File: src/rtl/physics_scheduler_if.sv
// Engine handshake bundle between physics_scheduler (master) and the shared
// physics update engine (slave).
interface physics_scheduler_if #(
  parameter int IDX_W = 2
);
  logic             upd_req;
  logic [IDX_W-1:0] upd_idx;
  logic [10:0]      upd_row_cur;
  logic [11:0]      upd_col_cur;
  logic             upd_ack;
  logic [10:0]      upd_row_new;
  logic [11:0]      upd_col_new;

  modport master (
    output upd_req, upd_idx, upd_row_cur, upd_col_cur,
    input  upd_ack, upd_row_new, upd_col_new
  );

  modport slave (
    input  upd_req, upd_idx, upd_row_cur, upd_col_cur,
    output upd_ack, upd_row_new, upd_col_new
  );
endinterface

File: src/rtl/physics_scheduler.sv
// Per-frame sprite update sequencer: walks each sprite through the shared engine,
// gathers results in a shadow buffer and commits them atomically to the live buses.
// Optional macro PHYS_CLAMP_EN clamps engine results and init values to MAX_ROW/MAX_COL.
module physics_scheduler #(
  parameter int SPRITES = 4,
  parameter int MAX_ROW = 1199,
  parameter int MAX_COL = 1599,
  parameter int TIMEOUT = 64,
  localparam int IDX_W  = (SPRITES > 1) ? $clog2(SPRITES) : 1
) (
  input  logic                   clock_162,
  input  logic                   rst,
  input  logic                   enable,
  input  logic                   frame_start,
  input  logic                   init_we,
  input  logic [IDX_W-1:0]       init_idx,
  input  logic [10:0]            init_row,
  input  logic [11:0]            init_col,
  physics_scheduler_if.master    upd,
  output logic [SPRITES*11-1:0]  sprite_row,
  output logic [SPRITES*12-1:0]  sprite_col,
  output logic                   busy,
  output logic                   frame_done,
  output logic                   overrun,
  output logic                   timeout_err,
  input  logic                   err_clear
);

  localparam int CNT_W = (TIMEOUT > 1) ? $clog2(TIMEOUT) : 1;

`ifdef PHYS_CLAMP_EN
  localparam bit CLAMP_EN = 1'b1;
`else
  localparam bit CLAMP_EN = 1'b0;
`endif

  localparam logic [10:0] ROW_LIM = 11'(MAX_ROW);
  localparam logic [11:0] COL_LIM = 12'(MAX_COL);

  function automatic logic [10:0] clamp_row(input logic [10:0] v);
    return (CLAMP_EN && (v > ROW_LIM)) ? ROW_LIM : v;
  endfunction

  function automatic logic [11:0] clamp_col(input logic [11:0] v);
    return (CLAMP_EN && (v > COL_LIM)) ? COL_LIM : v;
  endfunction

  typedef enum logic [1:0] {IDLE, REQ, NEXT, COMMIT} state_t;

  state_t           state, state_n;
  logic [IDX_W-1:0] idx;
  logic [CNT_W-1:0] cnt;
  logic [10:0]      live_row   [SPRITES];
  logic [11:0]      live_col   [SPRITES];
  logic [10:0]      shadow_row [SPRITES];
  logic [11:0]      shadow_col [SPRITES];
  logic             start, ack_hit, timeout_hit, last;

  assign start       = frame_start && enable;
  assign ack_hit     = (state == REQ) && upd.upd_ack;
  assign timeout_hit = (state == REQ) && !upd.upd_ack && (cnt == CNT_W'(TIMEOUT - 1));
  assign last        = (idx == IDX_W'(SPRITES - 1));
  assign busy        = (state != IDLE);

  // Live values only change in IDLE/COMMIT, so cur stays stable throughout REQ.
  assign upd.upd_req     = (state == REQ);
  assign upd.upd_idx     = idx;
  assign upd.upd_row_cur = live_row[idx];
  assign upd.upd_col_cur = live_col[idx];

  always_ff @(posedge clock_162 or posedge rst) begin
    if (rst) state <= IDLE;
    else     state <= state_n;
  end

  always_comb begin
    state_n = state;
    case (state)
      IDLE:    if (start) state_n = REQ;
      REQ:     if (ack_hit || timeout_hit) state_n = NEXT;
      NEXT:    state_n = last ? COMMIT : REQ;
      COMMIT:  state_n = IDLE;
      default: state_n = IDLE;
    endcase
  end

  always_ff @(posedge clock_162 or posedge rst) begin
    if (rst) begin
      idx         <= '0;
      cnt         <= '0;
      frame_done  <= 1'b0;
      overrun     <= 1'b0;
      timeout_err <= 1'b0;
    end else begin
      if (state == IDLE && start)      idx <= '0;
      else if (state == NEXT && !last) idx <= idx + IDX_W'(1);

      // Counter is zero everywhere outside REQ, so each REQ entry starts fresh.
      if (state == REQ) cnt <= cnt + CNT_W'(1);
      else              cnt <= '0;

      frame_done <= (state == COMMIT);

      if (start && busy)  overrun <= 1'b1;
      else if (err_clear) overrun <= 1'b0;

      if (timeout_hit)    timeout_err <= 1'b1;
      else if (err_clear) timeout_err <= 1'b0;
    end
  end

  always_ff @(posedge clock_162 or posedge rst) begin
    if (rst) begin
      for (int i = 0; i < SPRITES; i++) begin
        live_row[i]   <= '0;
        live_col[i]   <= '0;
        shadow_row[i] <= '0;
        shadow_col[i] <= '0;
      end
    end else begin
      for (int i = 0; i < SPRITES; i++) begin
        if (state == IDLE && init_we && init_idx == IDX_W'(i)) begin
          live_row[i]   <= clamp_row(init_row);
          live_col[i]   <= clamp_col(init_col);
          shadow_row[i] <= clamp_row(init_row);
          shadow_col[i] <= clamp_col(init_col);
        end else begin
          if (state == COMMIT) begin
            live_row[i] <= shadow_row[i];
            live_col[i] <= shadow_col[i];
          end
          if (state == REQ && idx == IDX_W'(i)) begin
            if (upd.upd_ack) begin
              shadow_row[i] <= clamp_row(upd.upd_row_new);
              shadow_col[i] <= clamp_col(upd.upd_col_new);
            end else if (timeout_hit) begin
              shadow_row[i] <= live_row[i];
              shadow_col[i] <= live_col[i];
            end
          end
        end
      end
    end
  end

  always_comb begin
    sprite_row = '0;
    sprite_col = '0;
    for (int i = 0; i < SPRITES; i++) begin
      sprite_row[i*11 +: 11] = live_row[i];
      sprite_col[i*12 +: 12] = live_col[i];
    end
  end

endmodule

File: src/flat_wrapper.sv
// flat-port wrapper written by rule: the top's interface ports become plain ports
module physics_scheduler_flat 
#(
  parameter int SPRITES = 4,
  parameter int MAX_ROW = 1199,
  parameter int MAX_COL = 1599,
  parameter int TIMEOUT = 64,
  localparam int IDX_W  = (SPRITES > 1) ? $clog2(SPRITES) : 1
)
  (clock_162, rst, enable, frame_start, init_we, init_idx, init_row, init_col, sprite_row, sprite_col, busy, frame_done, overrun, timeout_err, err_clear, upd_upd_req, upd_upd_idx, upd_upd_row_cur, upd_upd_col_cur, upd_upd_ack, upd_upd_row_new, upd_upd_col_new);
  physics_scheduler_if #(.IDX_W(2)) upd_i ();
  input  logic clock_162;
  input  logic rst;
  input  logic enable;
  input  logic frame_start;
  input  logic init_we;
  input  logic [IDX_W-1:0] init_idx;
  input  logic [10:0] init_row;
  input  logic [11:0] init_col;
  output logic [SPRITES*11-1:0] sprite_row;
  output logic [SPRITES*12-1:0] sprite_col;
  output logic busy;
  output logic frame_done;
  output logic overrun;
  output logic timeout_err;
  input  logic err_clear;
  output wire logic [$bits(upd_i.upd_req)-1:0] upd_upd_req;
  output wire logic [$bits(upd_i.upd_idx)-1:0] upd_upd_idx;
  output wire logic [$bits(upd_i.upd_row_cur)-1:0] upd_upd_row_cur;
  output wire logic [$bits(upd_i.upd_col_cur)-1:0] upd_upd_col_cur;
  input wire logic [$bits(upd_i.upd_ack)-1:0] upd_upd_ack;
  input wire logic [$bits(upd_i.upd_row_new)-1:0] upd_upd_row_new;
  input wire logic [$bits(upd_i.upd_col_new)-1:0] upd_upd_col_new;
  assign upd_upd_req = upd_i.upd_req;
  assign upd_upd_idx = upd_i.upd_idx;
  assign upd_upd_row_cur = upd_i.upd_row_cur;
  assign upd_upd_col_cur = upd_i.upd_col_cur;
  assign upd_i.upd_ack = upd_upd_ack;
  assign upd_i.upd_row_new = upd_upd_row_new;
  assign upd_i.upd_col_new = upd_upd_col_new;
  physics_scheduler #(.SPRITES(SPRITES), .MAX_ROW(MAX_ROW), .MAX_COL(MAX_COL), .TIMEOUT(TIMEOUT)) u_core (.clock_162(clock_162), .rst(rst), .enable(enable), .frame_start(frame_start), .init_we(init_we), .init_idx(init_idx), .init_row(init_row), .init_col(init_col), .upd(upd_i), .sprite_row(sprite_row), .sprite_col(sprite_col), .busy(busy), .frame_done(frame_done), .overrun(overrun), .timeout_err(timeout_err), .err_clear(err_clear));
endmodule
File: config.mk
export PLATFORM = sky130hd
export DESIGN_NAME = physics_scheduler_flat
export DESIGN_NICKNAME = d
export VERILOG_FILES = /design/src/rtl/physics_scheduler_if.sv /design/src/rtl/physics_scheduler.sv /design/src/flat_wrapper.sv
export SDC_FILE = /design/constraint.sdc
export NUM_CORES = 1
export LEC_CHECK = 0
export ABC_AREA = 1
export BUFFER_PORTS_ARGS = -buffer_cell sky130_fd_sc_hd__buf_4
export CORE_ASPECT_RATIO = 0.5
export CORE_UTILIZATION = 45
export CTS_BUF_LIST = sky130_fd_sc_hd__clkbuf_8
export CTS_CLUSTER_SIZE = 20
export DETAILED_ROUTE_END_ITERATION = 10
export GPL_ROUTABILITY_DRIVEN = 0
export MAX_ROUTING_LAYER = met4
export PLACE_DENSITY_LB_ADDON = 0.2
export SLEW_MARGIN = 20
export SYNTH_ARGS = -nofsm -noshare
export SYNTH_HDL_FRONTEND = slang
export SYNTH_SLANG_ARGS = --single-unit
File: constraint.sdc
create_clock -name clock_162 -period 19.2 [get_ports clock_162]
set_clock_uncertainty 0.05 [all_clocks]
set_input_delay 1.92 -clock clock_162 [delete_from_list [all_inputs] [get_ports clock_162]]
set_output_delay 1.92 -clock clock_162 [all_outputs]
set_load 0.01 [all_outputs]
; ---- After elaboration in Yosys (flattened, before gate mapping)
; Cells that the tools add are included.
[classes]
n_addsub = 2
multipliers = 0
div = 0
magnitude_cmp = 1
eq_ne = 12
shift = 0
muxes = 64
bitwise_logic = 1
n_reduce_logical = 43
[op_table]
columns = operator, count
row1 = $mux 12, 26
row2 = $mux 11, 26
row3 = $bmux 12 s2, 1
row4 = $reduce_bool 2->1, 12
row5 = $bmux 11 s2, 1
row6 = $logic_and 1x1->1, 16
row7 = $eq 2x2->1 const B, 6
row8 = $reduce_bool 3->1, 4
row9 = $mux 2, 5
row10 = $reduce_and 2->1, 5
row11 = $pmux 2 s4, 1
row12 = $add 6x1->6 const B, 1
row13 = $eq 2x1->1 const B, 3
row14 = $eq 6x6->1 const B, 1
row15 = $logic_not 2->1, 3
row16 = $mux 6, 1
row17 = $ne 2x1->1 const B, 2
row18 = $ge 3x3->1 const B, 1
row19 = $mux 1, 3
row20 = $not 2->3, 1
row21 = $add 2x1->2 const B, 1
row22 = $logic_not 1->1, 2
row23 = $logic_or 1x1->1, 1
[totals]
register_bits = 197
latchBits = 0
ram_bits = 0
rom_bits = 0
in_bits = 55
word_cells = 145
n_memories = 0

; ---- Longest topological paths before layout
[depth]
word_depth = 7
ltp_mapped = 10
depth_no_buf = 8

; ---- Worst setup path before layout
; No wires, ideal clock.
[synth_timing]
path_type = register to output
from = register u_core.idx[0], in the netlist u_core.upd.upd_idx[0]
to = output port upd_upd_row_cur[0]
t_arrival_ns = 1.508
path_slack_ns = 15.722
path_stages_with_launch = 7
path_buffers = 3
path_cell_list = dfrtp_1 -> clkbuf_1 -> inv_1 -> clkbuf_1 -> clkbuf_1 -> o21ai_0 -> o22ai_1
[synth_via]
elab_chain_len = 4
[synth_rtl]
columns = item, line
row1 = from (decl), physics_scheduler.sv:51  ; logic [IDX_W-1:0] idx;
row2 = from (signal assigned), physics_scheduler.sv:96  ; else if (state == NEXT && !last) idx <= idx + IDX_W'(1);
row3 = $not 2->3 (implied by the code), physics_scheduler.sv:68  ; assign upd.upd_row_cur = live_row[idx];
row4 = $bmux 11 s2, physics_scheduler.sv:68
row5 = $mux 11 (implied by the code) (2 in a row), physics_scheduler.sv:68
row6 = to (decl), flat_wrapper.sv:29  ; output wire logic [$bits(upd_i.upd_row_cur)-1:0] upd_upd_row_cur;
; Every way passes these cells. The select of a mux whose other input is x is not followed.

; ---- Worst setup path after layout
[layout_timing]
from = register u_core.idx[1], in the netlist u_core.upd.upd_idx[1]
to = output port upd_upd_row_cur[10]
; The elaborated chain is that of the path after synthesis.

==> run_results.csv <==
group,metric,value,unit
placed_design,dpl_cell_area,0.0122,mm2
yosys,syn_area,0.0110,mm2
pwr,p_seq_share,38.8,%
sta,slew-limit-headroom,23.7,%
global_route,grt_pass1_vias,10800,
final_layout,final_cell_count_no_fill,1952,
floorplan,io_pins,177,
sta,fmax,210,MHz
routing,antenna_left,0,
min_path,hold_end,"u_core.shadow_row[7]$_DFFE_PP0P_",
job,maxCapViolations,0,
sta,tightest_slew,1.14,ns
yosys,yosysMostFrequentCell,"nand2_1",
clock_network,numCtsBuffers,17,
clock_network,clkSinkCount,197,
yosys,syn_nets,1581,
placed_design,io_buffers,176,
final_layout,nNetsFinal,1693,
clock_network,worstSkewPairLatency,0.50,ns
setup_path,ff2ff_setup_slack,15.89,ns
floorplan,start_util,47.0,%
yosys,seq_area_frac_synth,45.0,%
pwr,power-per-cell-area,158,mW/mm2
clock_network,post_cts_resized,0,
final_layout,area_growth,15.0,%
final_layout,multi_input_area,0.00527,mm2
routing,wl,39100,um
setup_path,r2r_cells,8,
final_layout,ff_latch_area,0.00493,mm2
clock_network,cts_tree,"yes",
min_path,worstHoldStart,"u_core.shadow_row[7]$_DFFE_PP0P_",
yosys,ys_top_cells_by_area,"dfrtp_1 45%, nand2_1 24%, nand3_1 10%",
pwr,swShare,46.2,%
setup_path,end_kind,"output pin",
clock_network,clk_pin_slew_worst_paths,0.10,ns
pwr,p_clk_share,13.3,%
yosys,yosysTopAreaCellShare,45.0,%
final_layout,n_fill_cell,2245,
setup_path,critPathLaunchType,"register",
pwr,leakagePower,6.86,nW
yosys,synthDistinctLibCells,30,
sta,rsz0062_at_grt,"false",
yosys,yosys_warnings,0,
global_route,grt_pass1_wl,60800,um
floorplan,die_x,223,um
global_route,grt_overflow_total,0,
sta,drv_slew,0,
yosys,synth-async-reset-ratio,100,%
sta,period_minus_slack,4.76,ns
placed_design,hpwl,26500,um
pwr,power_frac_comb,47.9,%
routing,via_per_inst,5.78,
setup_path,cp_data_arrival_time,2.79,ns
pwr,p_total,2.00,mW
yosys,synthTopCellsByCount,"696 x nand2_1, 222 x nand3_1, 197 x dfrtp_1, 81 x o21ai_0, 64 x nor2_1",
clock_network,clockBufferDepth,2,
final_layout,final_area,0.0126,mm2
routing,num_vias,11300,
clock_network,cts_root_buffer,"clkbuf_8",
routing,wl_per_cell,20.0,um
routing,drtIter0Drc,1139,
global_route,antenna_found_initial,0,
clock_network,cts.hold.buffers_added,0,
outcome,status,"completed",
sta,tns,0,ns
floorplan,coreArea,0.0233,mm2
setup_path,rr_endpoint,"u_core.shadow_col[25]$_DFFE_PP0P_",
floorplan,die_y,112,um
placed_design,dp_cells,1921,
floorplan,die_area,0.0250,mm2
yosys,post-synth-top-area-cell,"dfrtp_1",
setup_path,path_max_fanout,27,
setup_path,crit_type,"register to output pin",
pwr,switchingPower,0.922,mW
setup_path,rr_startpoint,"u_core.upd.upd_idx[1]$_DFFE_PP0P_",
yosys,synth_flop_cell,"dfrtp_1",
yosys,syn_area_per_cell,7.20,um2
yosys,syn_inst,1521,
sta,final.period_utilization,24.8,%
routing,first_pass_iters,6,
yosys,ys_ff_latch,197,
setup_path,critPathRequiredTime,17.23,ns
pwr,cell_internal_pwr,1.07,mW
sta,holdWs,0.432,ns
sta,hold_viol,0,
clock_network,cts_setup_buffers,0,
floorplan,fp-row-count,39,
yosys,synth_edf_count,0,
pwr,ir_drop,0.0842,mV
global_route,grt_max_degree,122,
sta,finalSetupViolCount,0,
min_path,hold_path_depth,2,
final_layout,diodes,0,
routing,drc_errors,0,
min_path,hp-class,"register to register",
global_route,grt.total_usage,32.6,%
clock_network,cts_max_level,4,
final_layout,drive_gt1_share,15.6,%
==> how the worst max path moves through the flow <==
stage | slack, ns | start | end | cells past startpoint
floorplan | 11.86 | rst | u_core.cnt[0]$_DFF_PP0_ | 1
finish | 14.44 | u_core.upd.upd_idx[1]$_DFFE_PP0P_ | upd_upd_row_cur[10] | 5
global route | 14.37 | u_core.upd.upd_idx[1]$_DFFE_PP0P_ | upd_upd_row_cur[10] | 5
detailed placement | 14.20 | init_idx[0] | u_core.shadow_col[20]$_DFFE_PP0P_ | 7
global placement | 14.34 | init_idx[0] | u_core.shadow_col[16]$_DFFE_PP0P_ | 7
CTS | 14.48 | u_core.upd.upd_idx[1]$_DFFE_PP0P_ | upd_upd_row_cur[10] | 5
==> state kept, by name (all words and copies together) (netlist names) <==
signal              cells
u_core.frame_done       1
u_core.upd.upd_idx      2
u_core.state            2
u_core.sprite_col      48
u_core.shadow_col      48
u_core.timeout_err      1
u_core.overrun          1
u_core.cnt              6
u_core.sprite_row      44
u_core.shadow_row      44
==> critical path, cell delays in order (launching register included) <==
cell	delay [ns]
dfrtp_1	0.37
buf_4	0.26
inv_1	0.88
o21ai_0	0.30
o22ai_1	0.29
buf_4	0.18
==> cell families after synthesis <==
logic type / share of synthesized area (%)
simple gates: 39.3
fa+ha+maj: 0.571
compound gates: 7.99
mux: 0.0914
buf+inv: 7.02
flops: 45.0
==> layout by cell type, fill, tap and decap left out, types with 4 or more instances in the layout <==
master,Yosys,final
nor2_4,4,6
clkinv_4,0,6
nand3_4,4,4
o21ai_0,81,81
o22ai_1,25,25
clkbuf_8,0,19
nand3_1,222,222
ha_1,5,5
inv_2,7,7
a21oi_1,4,4
inv_1,58,59
o211ai_1,33,33
nand2_2,4,4
nand3_2,11,11
nand2_1,696,696
buf_4,7,183
nor2_1,64,63
dfrtp_1,197,197
nand2_4,5,5
==> metrics by stage <==
step	worst slack, ns	util (%)
after floorplan	11.86	-
after global placement	14.34	52.4
after detailed placement	14.20	52.4
after CTS	14.48	54.0
after global routing	14.37	54.0
final	14.44	54.0
==> power by group through the flow <==
stage / clock [mW] / combinational [mW] / sequential (mW)
2_1_floorplan: 0 / 0.564 / 0.751
3_3_place_gp: 0 / 0.926 / 0.773
3_5_place_dp: 0 / 0.946 / 0.774
4_1_cts: 0.267 / 0.949 / 0.769
5_1_grt: 0.284 / 1.05 / 0.792
6_report: 0.265 / 0.956 / 0.775
==> per-layer routing <==
metal | up-vias | wire length, um | GRT usage, %
met5 | - | 0 | -
li1 | 5126 | - | -
met4 | 0 | 1360 | 12.6
met3 | 94 | 3620 | 5.34
met1 | 5387 | 16800 | 44.8
met2 | 685 | 17400 | 48.5
==> area by class of cell <==
| class | count | share of cell area [%] |
|---|---|---|
| Timing Repair Buffer | 184 | 11.0 |
| Clock inverter | 12 | 0.874 |
| Inverter | 66 | 2.04 |
| Multi-Input combinational cell | 1167 | 41.8 |
| Tap cell | 307 | 3.05 |
| Sequential cell | 197 | 39.1 |
| Clock buffer | 19 | 2.08 |
Power figures use the tool's default switching activity.
